`src/rtl/conv_controller_pkg.sv`:
```
// Shared definitions for the convolution sequencer: pipeline depth, default
// widths, FSM state encoding and the credit helper.
package conv_ctrl_pkg;

    // Operand register plus five datapath stages: accept edge to result ready.
    localparam int PIPE_DEPTH     = 6;

    localparam int DEF_DATA_W     = 128;
    localparam int DEF_RES_W      = 21;
    localparam int DEF_CNT_W      = 16;
    localparam int DEF_FIFO_DEPTH = 8;

    typedef enum logic [1:0] {
        ST_IDLE  = 2'd0,
        ST_FEED  = 2'd1,
        ST_DRAIN = 2'd2
    } conv_state_e;

    // Number of windows currently travelling through the datapath stages.
    function automatic logic [3:0] vld_popcount(input logic [PIPE_DEPTH-1:0] v);
        logic [3:0] n;
        n = '0;
        for (int i = 0; i < PIPE_DEPTH; i++) begin
            n = n + {3'd0, v[i]};
        end
        return n;
    endfunction

endpackage

```
`src/rtl/conv_controller_if.sv`:
```
// Bundle of job control, window stream, datapath drive and result stream for
// conv_controller. master = controller side, slave = environment side.
interface conv_controller_if
    import conv_ctrl_pkg::*;
#(
    parameter int DATA_W = DEF_DATA_W,
    parameter int RES_W  = DEF_RES_W,
    parameter int CNT_W  = DEF_CNT_W
);
    // Job control
    logic                     start;
    logic [CNT_W-1:0]         num_windows;
    logic                     busy;
    logic                     done;

    // Window operand stream
    logic                     win_valid;
    logic                     win_ready;
    logic [DATA_W-1:0]        win_data_in;
    logic [DATA_W-1:0]        win_filter_in;

    // Datapath drive and return
    logic [DATA_W-1:0]        dp_input_matrix;
    logic [DATA_W-1:0]        dp_filter_matrix;
    logic                     dp_mul_enable;
    logic                     dp_l1_enable;
    logic                     dp_l2_enable;
    logic                     dp_l3_enable;
    logic                     dp_l4_enable;
    logic signed [RES_W-1:0]  dp_conv_out;

    // Result stream
    logic                     res_valid;
    logic                     res_ready;
    logic signed [RES_W-1:0]  res_data;
    logic                     res_last;

    modport master (
        input  start, num_windows, win_valid, win_data_in, win_filter_in,
               dp_conv_out, res_ready,
        output busy, done, win_ready, dp_input_matrix, dp_filter_matrix,
               dp_mul_enable, dp_l1_enable, dp_l2_enable, dp_l3_enable,
               dp_l4_enable, res_valid, res_data, res_last
    );

    modport slave (
        output start, num_windows, win_valid, win_data_in, win_filter_in,
               dp_conv_out, res_ready,
        input  busy, done, win_ready, dp_input_matrix, dp_filter_matrix,
               dp_mul_enable, dp_l1_enable, dp_l2_enable, dp_l3_enable,
               dp_l4_enable, res_valid, res_data, res_last
    );

endinterface

```
`src/rtl/conv_res_fifo.sv`:
```
// Result FIFO for conv_controller: synchronous, first-word-fall-through head,
// occupancy count output, asynchronous active-low reset. The head reads as 0
// while empty so the result outputs are quiet between jobs and after reset.
module conv_res_fifo #(
    parameter int WIDTH = 22,
    parameter int DEPTH = 8,
    localparam int AW   = (DEPTH > 1) ? $clog2(DEPTH) : 1,
    localparam int CW   = $clog2(DEPTH + 1)
) (
    input  logic             clk,
    input  logic             reset,
    input  logic             push,
    input  logic [WIDTH-1:0] push_data,
    input  logic             pop,
    output logic [WIDTH-1:0] head,
    output logic [CW-1:0]    count
);

    logic [WIDTH-1:0] mem [DEPTH];
    logic [AW-1:0]    wr_ptr;
    logic [AW-1:0]    rd_ptr;
    logic [CW-1:0]    count_q;

    function automatic logic [AW-1:0] ptr_inc(input logic [AW-1:0] p);
        return (p == AW'(DEPTH - 1)) ? '0 : p + AW'(1);
    endfunction

    // Storage array; contents are don't-care while not counted as occupied.
    always_ff @(posedge clk) begin
        if (push) begin
            mem[wr_ptr] <= push_data;
        end
    end

    // Pointer and occupancy bookkeeping; simultaneous push and pop cancel.
    always_ff @(posedge clk or negedge reset) begin
        if (!reset) begin
            wr_ptr  <= '0;
            rd_ptr  <= '0;
            count_q <= '0;
        end else begin
            if (push) begin
                wr_ptr <= ptr_inc(wr_ptr);
            end
            if (pop) begin
                rd_ptr <= ptr_inc(rd_ptr);
            end
            case ({push, pop})
                2'b10:   count_q <= count_q + CW'(1);
                2'b01:   count_q <= count_q - CW'(1);
                default: count_q <= count_q;
            endcase
        end
    end

    assign count = count_q;
    assign head  = (count_q != '0) ? mem[rd_ptr] : '0;

endmodule

```
`src/rtl/conv_controller.sv`:
```
// Sequencer for the 16-tap convolution datapath. Accepts windows over a
// valid/ready stream, drives operand registers and per-stage enables one
// window per cycle, and buffers results in a FIFO so downstream backpressure
// never stalls the datapath. Credit-based admission guarantees every window
// in flight has a FIFO slot waiting for it.
// Optional build macro CONV_RELU_EN: negative results are clamped to 0
// before they enter the FIFO.
module conv_controller
    import conv_ctrl_pkg::*;
#(
    parameter int DATA_W     = DEF_DATA_W,
    parameter int RES_W      = DEF_RES_W,
    parameter int CNT_W      = DEF_CNT_W,
    parameter int FIFO_DEPTH = DEF_FIFO_DEPTH
) (
    input  logic              clk,
    input  logic              reset,
    conv_controller_if.master bus
);

    localparam logic [1:0] IDLE  = ST_IDLE;
    localparam logic [1:0] FEED  = ST_FEED;
    localparam logic [1:0] DRAIN = ST_DRAIN;

    localparam int FCNT_W = $clog2(FIFO_DEPTH + 1);
    localparam int CRD_W  = $clog2(FIFO_DEPTH + PIPE_DEPTH + 1);

    logic [1:0]              state;
    logic [CNT_W-1:0]        job_len;
    logic [CNT_W-1:0]        win_accepted;
    logic                    done_q;

    logic [DATA_W-1:0]       input_q;
    logic [DATA_W-1:0]       filter_q;
    logic [PIPE_DEPTH-1:0]   vld_p;
    logic [PIPE_DEPTH-1:0]   last_p;

    logic                    accept;
    logic                    accept_last;
    logic                    win_ready_c;
    logic [CRD_W-1:0]        credit_used;

    logic                    push;
    logic                    pop;
    logic                    res_valid_c;
    logic signed [RES_W-1:0] push_res;
    logic [RES_W:0]          fifo_head;
    logic [FCNT_W-1:0]       fifo_count;

`ifdef CONV_RELU_EN
    function automatic logic signed [RES_W-1:0] relu_clip(input logic signed [RES_W-1:0] x);
        return x[RES_W-1] ? '0 : x;
    endfunction

    assign push_res = relu_clip(bus.dp_conv_out);
`else
    assign push_res = bus.dp_conv_out;
`endif

    // Every window in the stages or in the FIFO holds a reserved slot.
    assign credit_used = CRD_W'(fifo_count) + CRD_W'(vld_popcount(vld_p));
    assign win_ready_c = (state == FEED) && (credit_used < CRD_W'(FIFO_DEPTH));
    assign accept      = bus.win_valid && win_ready_c;
    assign accept_last = accept && (win_accepted == job_len - CNT_W'(1));

    assign res_valid_c = (fifo_count != '0);
    assign pop         = res_valid_c && bus.res_ready;
    assign push        = vld_p[PIPE_DEPTH-1];

    // Job sequencing: count accepts, drain until the tagged last result leaves.
    always_ff @(posedge clk or negedge reset) begin
        if (!reset) begin
            state        <= IDLE;
            job_len      <= '0;
            win_accepted <= '0;
            done_q       <= 1'b0;
        end else begin
            done_q <= 1'b0;
            case (state)
                IDLE: begin
                    if (bus.start) begin
                        if (bus.num_windows != '0) begin
                            state        <= FEED;
                            job_len      <= bus.num_windows;
                            win_accepted <= '0;
                        end else begin
                            done_q <= 1'b1;
                        end
                    end
                end
                FEED: begin
                    if (accept) begin
                        win_accepted <= win_accepted + CNT_W'(1);
                        if (accept_last) begin
                            state <= DRAIN;
                        end
                    end
                end
                DRAIN: begin
                    if (pop && fifo_head[RES_W]) begin
                        state  <= IDLE;
                        done_q <= 1'b1;
                    end
                end
                default: state <= IDLE;
            endcase
        end
    end

    // Operand registers capture on accept and otherwise hold.
    always_ff @(posedge clk or negedge reset) begin
        if (!reset) begin
            input_q  <= '0;
            filter_q <= '0;
        end else if (accept) begin
            input_q  <= bus.win_data_in;
            filter_q <= bus.win_filter_in;
        end
    end

    // Valid/last tags advance every cycle; the datapath cannot stall.
    always_ff @(posedge clk or negedge reset) begin
        if (!reset) begin
            vld_p  <= '0;
            last_p <= '0;
        end else begin
            vld_p  <= {vld_p[PIPE_DEPTH-2:0], accept};
            last_p <= {last_p[PIPE_DEPTH-2:0], accept_last};
        end
    end

    conv_res_fifo #(
        .WIDTH (RES_W + 1),
        .DEPTH (FIFO_DEPTH)
    ) u_res_fifo (
        .clk       (clk),
        .reset     (reset),
        .push      (push),
        .push_data ({last_p[PIPE_DEPTH-1], push_res}),
        .pop       (pop),
        .head      (fifo_head),
        .count     (fifo_count)
    );

    assign bus.busy             = (state != IDLE);
    assign bus.done             = done_q;
    assign bus.win_ready        = win_ready_c;
    assign bus.dp_input_matrix  = input_q;
    assign bus.dp_filter_matrix = filter_q;
    assign bus.dp_mul_enable    = vld_p[0];
    assign bus.dp_l1_enable     = vld_p[1];
    assign bus.dp_l2_enable     = vld_p[2];
    assign bus.dp_l3_enable     = vld_p[3];
    assign bus.dp_l4_enable     = vld_p[4];
    assign bus.res_valid        = res_valid_c;
    assign bus.res_data         = $signed(fifo_head[RES_W-1:0]);
    assign bus.res_last         = fifo_head[RES_W];

endmodule

```
`src/flat_wrapper.sv`:
```
// flat-port wrapper written by rule: the top's interface ports become plain ports
module conv_controller_flat import conv_ctrl_pkg::*;
#(
    parameter int DATA_W     = DEF_DATA_W,
    parameter int RES_W      = DEF_RES_W,
    parameter int CNT_W      = DEF_CNT_W,
    parameter int FIFO_DEPTH = DEF_FIFO_DEPTH
)
  (clk, reset, bus_start, bus_num_windows, bus_win_valid, bus_win_data_in, bus_win_filter_in, bus_dp_conv_out, bus_res_ready, bus_busy, bus_done, bus_win_ready, bus_dp_input_matrix, bus_dp_filter_matrix, bus_dp_mul_enable, bus_dp_l1_enable, bus_dp_l2_enable, bus_dp_l3_enable, bus_dp_l4_enable, bus_res_valid, bus_res_data, bus_res_last);
  conv_controller_if #(.DATA_W(DATA_W), .RES_W(RES_W), .CNT_W(CNT_W)) bus_i ();
  input  logic clk;
  input  logic reset;
  input wire logic [$bits(bus_i.start)-1:0] bus_start;
  input wire logic [$bits(bus_i.num_windows)-1:0] bus_num_windows;
  input wire logic [$bits(bus_i.win_valid)-1:0] bus_win_valid;
  input wire logic [$bits(bus_i.win_data_in)-1:0] bus_win_data_in;
  input wire logic [$bits(bus_i.win_filter_in)-1:0] bus_win_filter_in;
  input wire logic [$bits(bus_i.dp_conv_out)-1:0] bus_dp_conv_out;
  input wire logic [$bits(bus_i.res_ready)-1:0] bus_res_ready;
  output wire logic [$bits(bus_i.busy)-1:0] bus_busy;
  output wire logic [$bits(bus_i.done)-1:0] bus_done;
  output wire logic [$bits(bus_i.win_ready)-1:0] bus_win_ready;
  output wire logic [$bits(bus_i.dp_input_matrix)-1:0] bus_dp_input_matrix;
  output wire logic [$bits(bus_i.dp_filter_matrix)-1:0] bus_dp_filter_matrix;
  output wire logic [$bits(bus_i.dp_mul_enable)-1:0] bus_dp_mul_enable;
  output wire logic [$bits(bus_i.dp_l1_enable)-1:0] bus_dp_l1_enable;
  output wire logic [$bits(bus_i.dp_l2_enable)-1:0] bus_dp_l2_enable;
  output wire logic [$bits(bus_i.dp_l3_enable)-1:0] bus_dp_l3_enable;
  output wire logic [$bits(bus_i.dp_l4_enable)-1:0] bus_dp_l4_enable;
  output wire logic [$bits(bus_i.res_valid)-1:0] bus_res_valid;
  output wire logic [$bits(bus_i.res_data)-1:0] bus_res_data;
  output wire logic [$bits(bus_i.res_last)-1:0] bus_res_last;
  assign bus_i.start = bus_start;
  assign bus_i.num_windows = bus_num_windows;
  assign bus_i.win_valid = bus_win_valid;
  assign bus_i.win_data_in = bus_win_data_in;
  assign bus_i.win_filter_in = bus_win_filter_in;
  assign bus_i.dp_conv_out = bus_dp_conv_out;
  assign bus_i.res_ready = bus_res_ready;
  assign bus_busy = bus_i.busy;
  assign bus_done = bus_i.done;
  assign bus_win_ready = bus_i.win_ready;
  assign bus_dp_input_matrix = bus_i.dp_input_matrix;
  assign bus_dp_filter_matrix = bus_i.dp_filter_matrix;
  assign bus_dp_mul_enable = bus_i.dp_mul_enable;
  assign bus_dp_l1_enable = bus_i.dp_l1_enable;
  assign bus_dp_l2_enable = bus_i.dp_l2_enable;
  assign bus_dp_l3_enable = bus_i.dp_l3_enable;
  assign bus_dp_l4_enable = bus_i.dp_l4_enable;
  assign bus_res_valid = bus_i.res_valid;
  assign bus_res_data = bus_i.res_data;
  assign bus_res_last = bus_i.res_last;
  conv_controller #(.DATA_W(DATA_W), .RES_W(RES_W), .CNT_W(CNT_W), .FIFO_DEPTH(FIFO_DEPTH)) u_core (.clk(clk), .reset(reset), .bus(bus_i));
endmodule
```
`config.mk`:
```
export PLATFORM = sky130hd
export DESIGN_NAME = conv_controller_flat
export DESIGN_NICKNAME = d
export VERILOG_FILES = /design/src/rtl/conv_controller_pkg.sv /design/src/rtl/conv_controller_if.sv /design/src/rtl/conv_res_fifo.sv /design/src/rtl/conv_controller.sv /design/src/flat_wrapper.sv
export SDC_FILE = /design/constraint.sdc
export NUM_CORES = 1
export LEC_CHECK = 0
export ABC_AREA = 1
export CAP_MARGIN = 40
export CORE_ASPECT_RATIO = 1.1
export CORE_MARGIN = 10
export CORE_UTILIZATION = 44
export CTS_BUF_LIST = sky130_fd_sc_hd__clkbuf_2 sky130_fd_sc_hd__clkbuf_4 sky130_fd_sc_hd__clkbuf_8
export CTS_CLUSTER_DIAMETER = 80
export DETAILED_ROUTE_END_ITERATION = 6
export PLACE_DENSITY = 0.84
export SLEW_MARGIN = 20
export SYNTH_ARGS = -nofsm -noshare
export SYNTH_HDL_FRONTEND = slang
export SYNTH_SLANG_ARGS = --single-unit
export TNS_END_PERCENT = 1
```
`constraint.sdc`:
```
create_clock -name clk -period 2.6 [get_ports clk]
set_input_delay 0.52 -clock clk [delete_from_list [all_inputs] [get_ports clk]]
set_output_delay 0.52 -clock clk [all_outputs]
set_load 0.05 [all_outputs]
```
==> flow_summary.toml <==
[status]
status = "finished with violations"
violations = "design-rule violations, negative setup slack"

[sta]
period_minus_slack_ns = 3.79
slew_violations = 0
fin_crit_sh_pct = 146
layout_setup_ws_ns = -1.19
relSlewSlack_pct = 49.1
hold_viol = 0
tightest_slew_ns = 0.761
clock-skew-final_ns = 0.0235
rsz0062_at_grt = "yes"
max_freq_mhz = 264
setup_violations = 299

[power_and_ir_drop]
vdd_drop_max_mv = 1.15
switching_share_pct = 48.9
internal_power_mw = 22.7
switching_power_mw = 21.7
comb_power_share_pct = 56.5
clock_power_share_pct = 16.1
power.leakage_nw = 13.1
p_per_area_mw_per_mm2 = 1530
pwr-share-seq_pct = 27.4
power_mw = 44.5

[cells_and_area]
regArea_mm2 = 0.0131
layout-drive-gt1-share_pct = 11.4
fillers = 3267
post-route-util_pct = 65.3
nets = 3017
final_area_mm2 = 0.0291
multi_input_area_mm2 = 0.00611
area_growth_pct = 46.6

[clocking]
htree_levels = 3
clkTransAtPathRegs_ns = 0.07
clk_path_buf_depth = 3
cts_num_sinks = 489
cts_tree = "built"
root_buffer = "clkbuf_8"
numCtsBuffers = 80
insertion_delay_ns = 0.68

[place]
dpl_cell_area_mm2 = 0.0267
hpwl_mm = 54.1
place.gp.congestion = 0.904
io_buffers = 584

[drt]
drc_errors = 1
wl_mm = 75.3
viasPerCell = 5.13
drtIter0Drc = 1673
firstDrtPassIters = 7
vias = 17277
wl_per_cell_um = 22.4
ant_nets = 0

[yosys]
yosysWarningCount = 0
synth_most_common_cell = "nand2_1"
async_flop_share_pct = 64.0
yosys-top-cells-count = "nand2_1 (888), dfrtp_1 (313), nor2_1 (190)"
synth_area_leaders = "dfrtp_1 (40%), edfxtp_1 (27%), nand2_1 (17%), o21ai_0 (3.6%), nor2_1 (3.6%)"
synthDistinctLibCells = 35
postSynthCellCount = 2039
syn_area_mm2 = 0.0198
ys.flop_type = "dfrtp_1"
syn-num-nets = 2355
synth-seq-area-share_pct = 66.2
synth_top_cell_by_area = "dfrtp_1"
synth_top_area_share_pct = 39.5
synth_edf_count = 176
avgSynthCellArea_um2 = 9.72
ys_seq_elements = 489

[global_routing]
grt_pass1_vias = 17882
grt_use_total_pct = 26.9
met3_usage_pct = 10.0
grt.overflow.total = 0
antenna_found_initial = 25
grt_first_pass_wirelength_mm = 110
use_met2_pct = 46.5
grt_busiest_layer = "met2"
grt_max_degree = 79
use_met1_pct = 28.5

[setup_path]
crit_cells = 11
worstPathCellList = "ha_4 > inv_2 > fa_1 > inv_2 > fa_2 > ha_4 > nand4_1 > a21o_1 > nand3_2 > clkinvlp_4 > buf_12"
cp.arrival_ns = 3.27
critPathTopFamily = "adder cells"
crit_fanout = 2
critical_path_buf_inv_count = 4
required_ns = 2.08
end_kind = "primary output"
crit_slowest_cell = "fa_1"
critical_path.max_stage_delay_ns = 0.49
worstSetupPathType = "reg2out"
r2r_cells = 15
worst_setup_path_start_kind = "flip-flop"

[floorplanning]
die_area_mm2 = 0.0539
fp-row-count = 81
start_util_pct = 44.5
num_io_pins = 585
die_y_um = 243
coreArea_mm2 = 0.0445
fp.dieW_um = 222

[flow_run]
maxCapViolations = 0

[hold_path]
whs_path_depth = 0
hold_class = "reg2reg"
==> power groups by stage <==
stage	sequential, mW	combinational, mW	clock [mW]
finish	12.2	25.1	7.16
floorplan	18.6	8.20	0
global route	12.4	26.6	7.68
detailed placement	12.1	23.9	0
global placement	12.1	23.4	0
CTS	12.1	24.8	7.28
==> final timing paths <==
path / from / to / slack [ns]
hold / removal: u_core.last_p[2] / u_core.last_p[3] / 0.35
hold reg to reg: u_core.last_p[2] / u_core.last_p[3] / 0.35
setup reg to reg: u_core.vld_p[0] / u_core.bus.dp_input_matrix[8] / -0.61
min in group asynchronous: reset / u_core.job_len[0] / 0.44
setup / recovery: u_core.vld_p[0] / bus_win_ready / -1.19
max in group asynchronous: reset / u_core.bus.dp_input_matrix[33] / 1.37
==> state kept, by name, summed over array words and instances (netlist names), 4 cells and up <==
| register | cells |
|---|---|
| u_core.job_len | 16 |
| u_core.bus.dp_filter_matrix | 128 |
| u_core.u_res_fifo.mem | 176 |
| u_core.vld_p | 6 |
| u_core.bus.dp_input_matrix | 128 |
| u_core.u_res_fifo.count | 4 |
| u_core.last_p | 6 |
| u_core.win_accepted | 16 |
==> worst register-to-register path, cell delays in order, from the launching register on <==
cell and delay, ns:
dfrtp_2 0.43, ha_4 0.27, inv_2 0.03, fa_1 0.49, inv_2 0.04, fa_2 0.36
ha_4 0.27, nand4_1 0.10, a21o_1 0.20, buf_4 0.14, nand4_4 0.12, clkinv_8 0.13
buf_16 0.19, clkbuf_16 0.15, nand2_1 0.08, nand2_1 0.08
==> cell type report <==
class	count	share of cell area, %
multi-input cells	1381	21.0
repair buffers	677	24.2
inverters	71	0.977
clock buffers	125	5.43
repair inverters	1	0.0301
flip-flops and latches	489	45.2
well taps	581	2.50
diodes	20	0.172
clock inverters	21	0.517
==> what timing repair did <==
action,4_1_cts,5_1_grt
resized for setup,72,29
endpoints found under the hold margin,65,0
hold buffers,1,0
setup endpoints to repair,301,299
pin swaps,13,7
gates cloned,4,4
setup buffers,4,7
==> cells in the final DEF (no fill, tap or decap), types with 8 or more instances in the layout <==
master             n
nand2_1          864
clkdlybuf4s50_1  553
dfrtp_1          309
nor2_1           190
edfxtp_1         176
o21ai_0          120
clkbuf_8         102
buf_4             71
inv_1             63
o21ai_1           25
clkbuf_4          23
o22ai_1           22
a31oi_1           22
buf_12            22
nand2_2           21
nand3_1           21
diode_2           20
xor2_1            14
buf_6             14
ha_1              13
nand4_1           12
nor3_1             8
buf_16             8
==> routing by layer <==
layer,up-vias,wire (um),part of all wire [%]
li1,7920,-,-
met1,8367,26100,35
met4,8,3170,4.2
met5,-,48,0.064
met3,152,7690,10
met2,830,38400,51
==> cells by family (layout without fill, tap and decap cells) <==
family | after synthesis | in the layout | synth area share (%)
simple gates | 1138 | 1138 | 22.2
flops | 489 | 489 | 66.2
compound gates | 204 | 204 | 5.52
buf+inv | 169 | 895 | 3.88
xor+xnor | 21 | 21 | 0.928
fa+ha+maj | 18 | 18 | 1.25
other cells | 0 | 20 | 0
==> through the flow <==
step / cells / hold WS, ns / setup TNS, ns / setup WS (ns)
after floorplan: 2039 / 0.224 / -100.19 / -0.515
after global placement: 3183 / 0.336 / -117.80 / -0.524
after detailed placement: 3183 / 0.338 / -131.39 / -0.542
after CTS: 3338 / 0.330 / -173.05 / -1.23
after global routing: 3365 / 0.355 / -184.10 / -1.30
final: 3366 / 0.354 / -148.26 / -1.19
(Power assumes the default switching activity.)
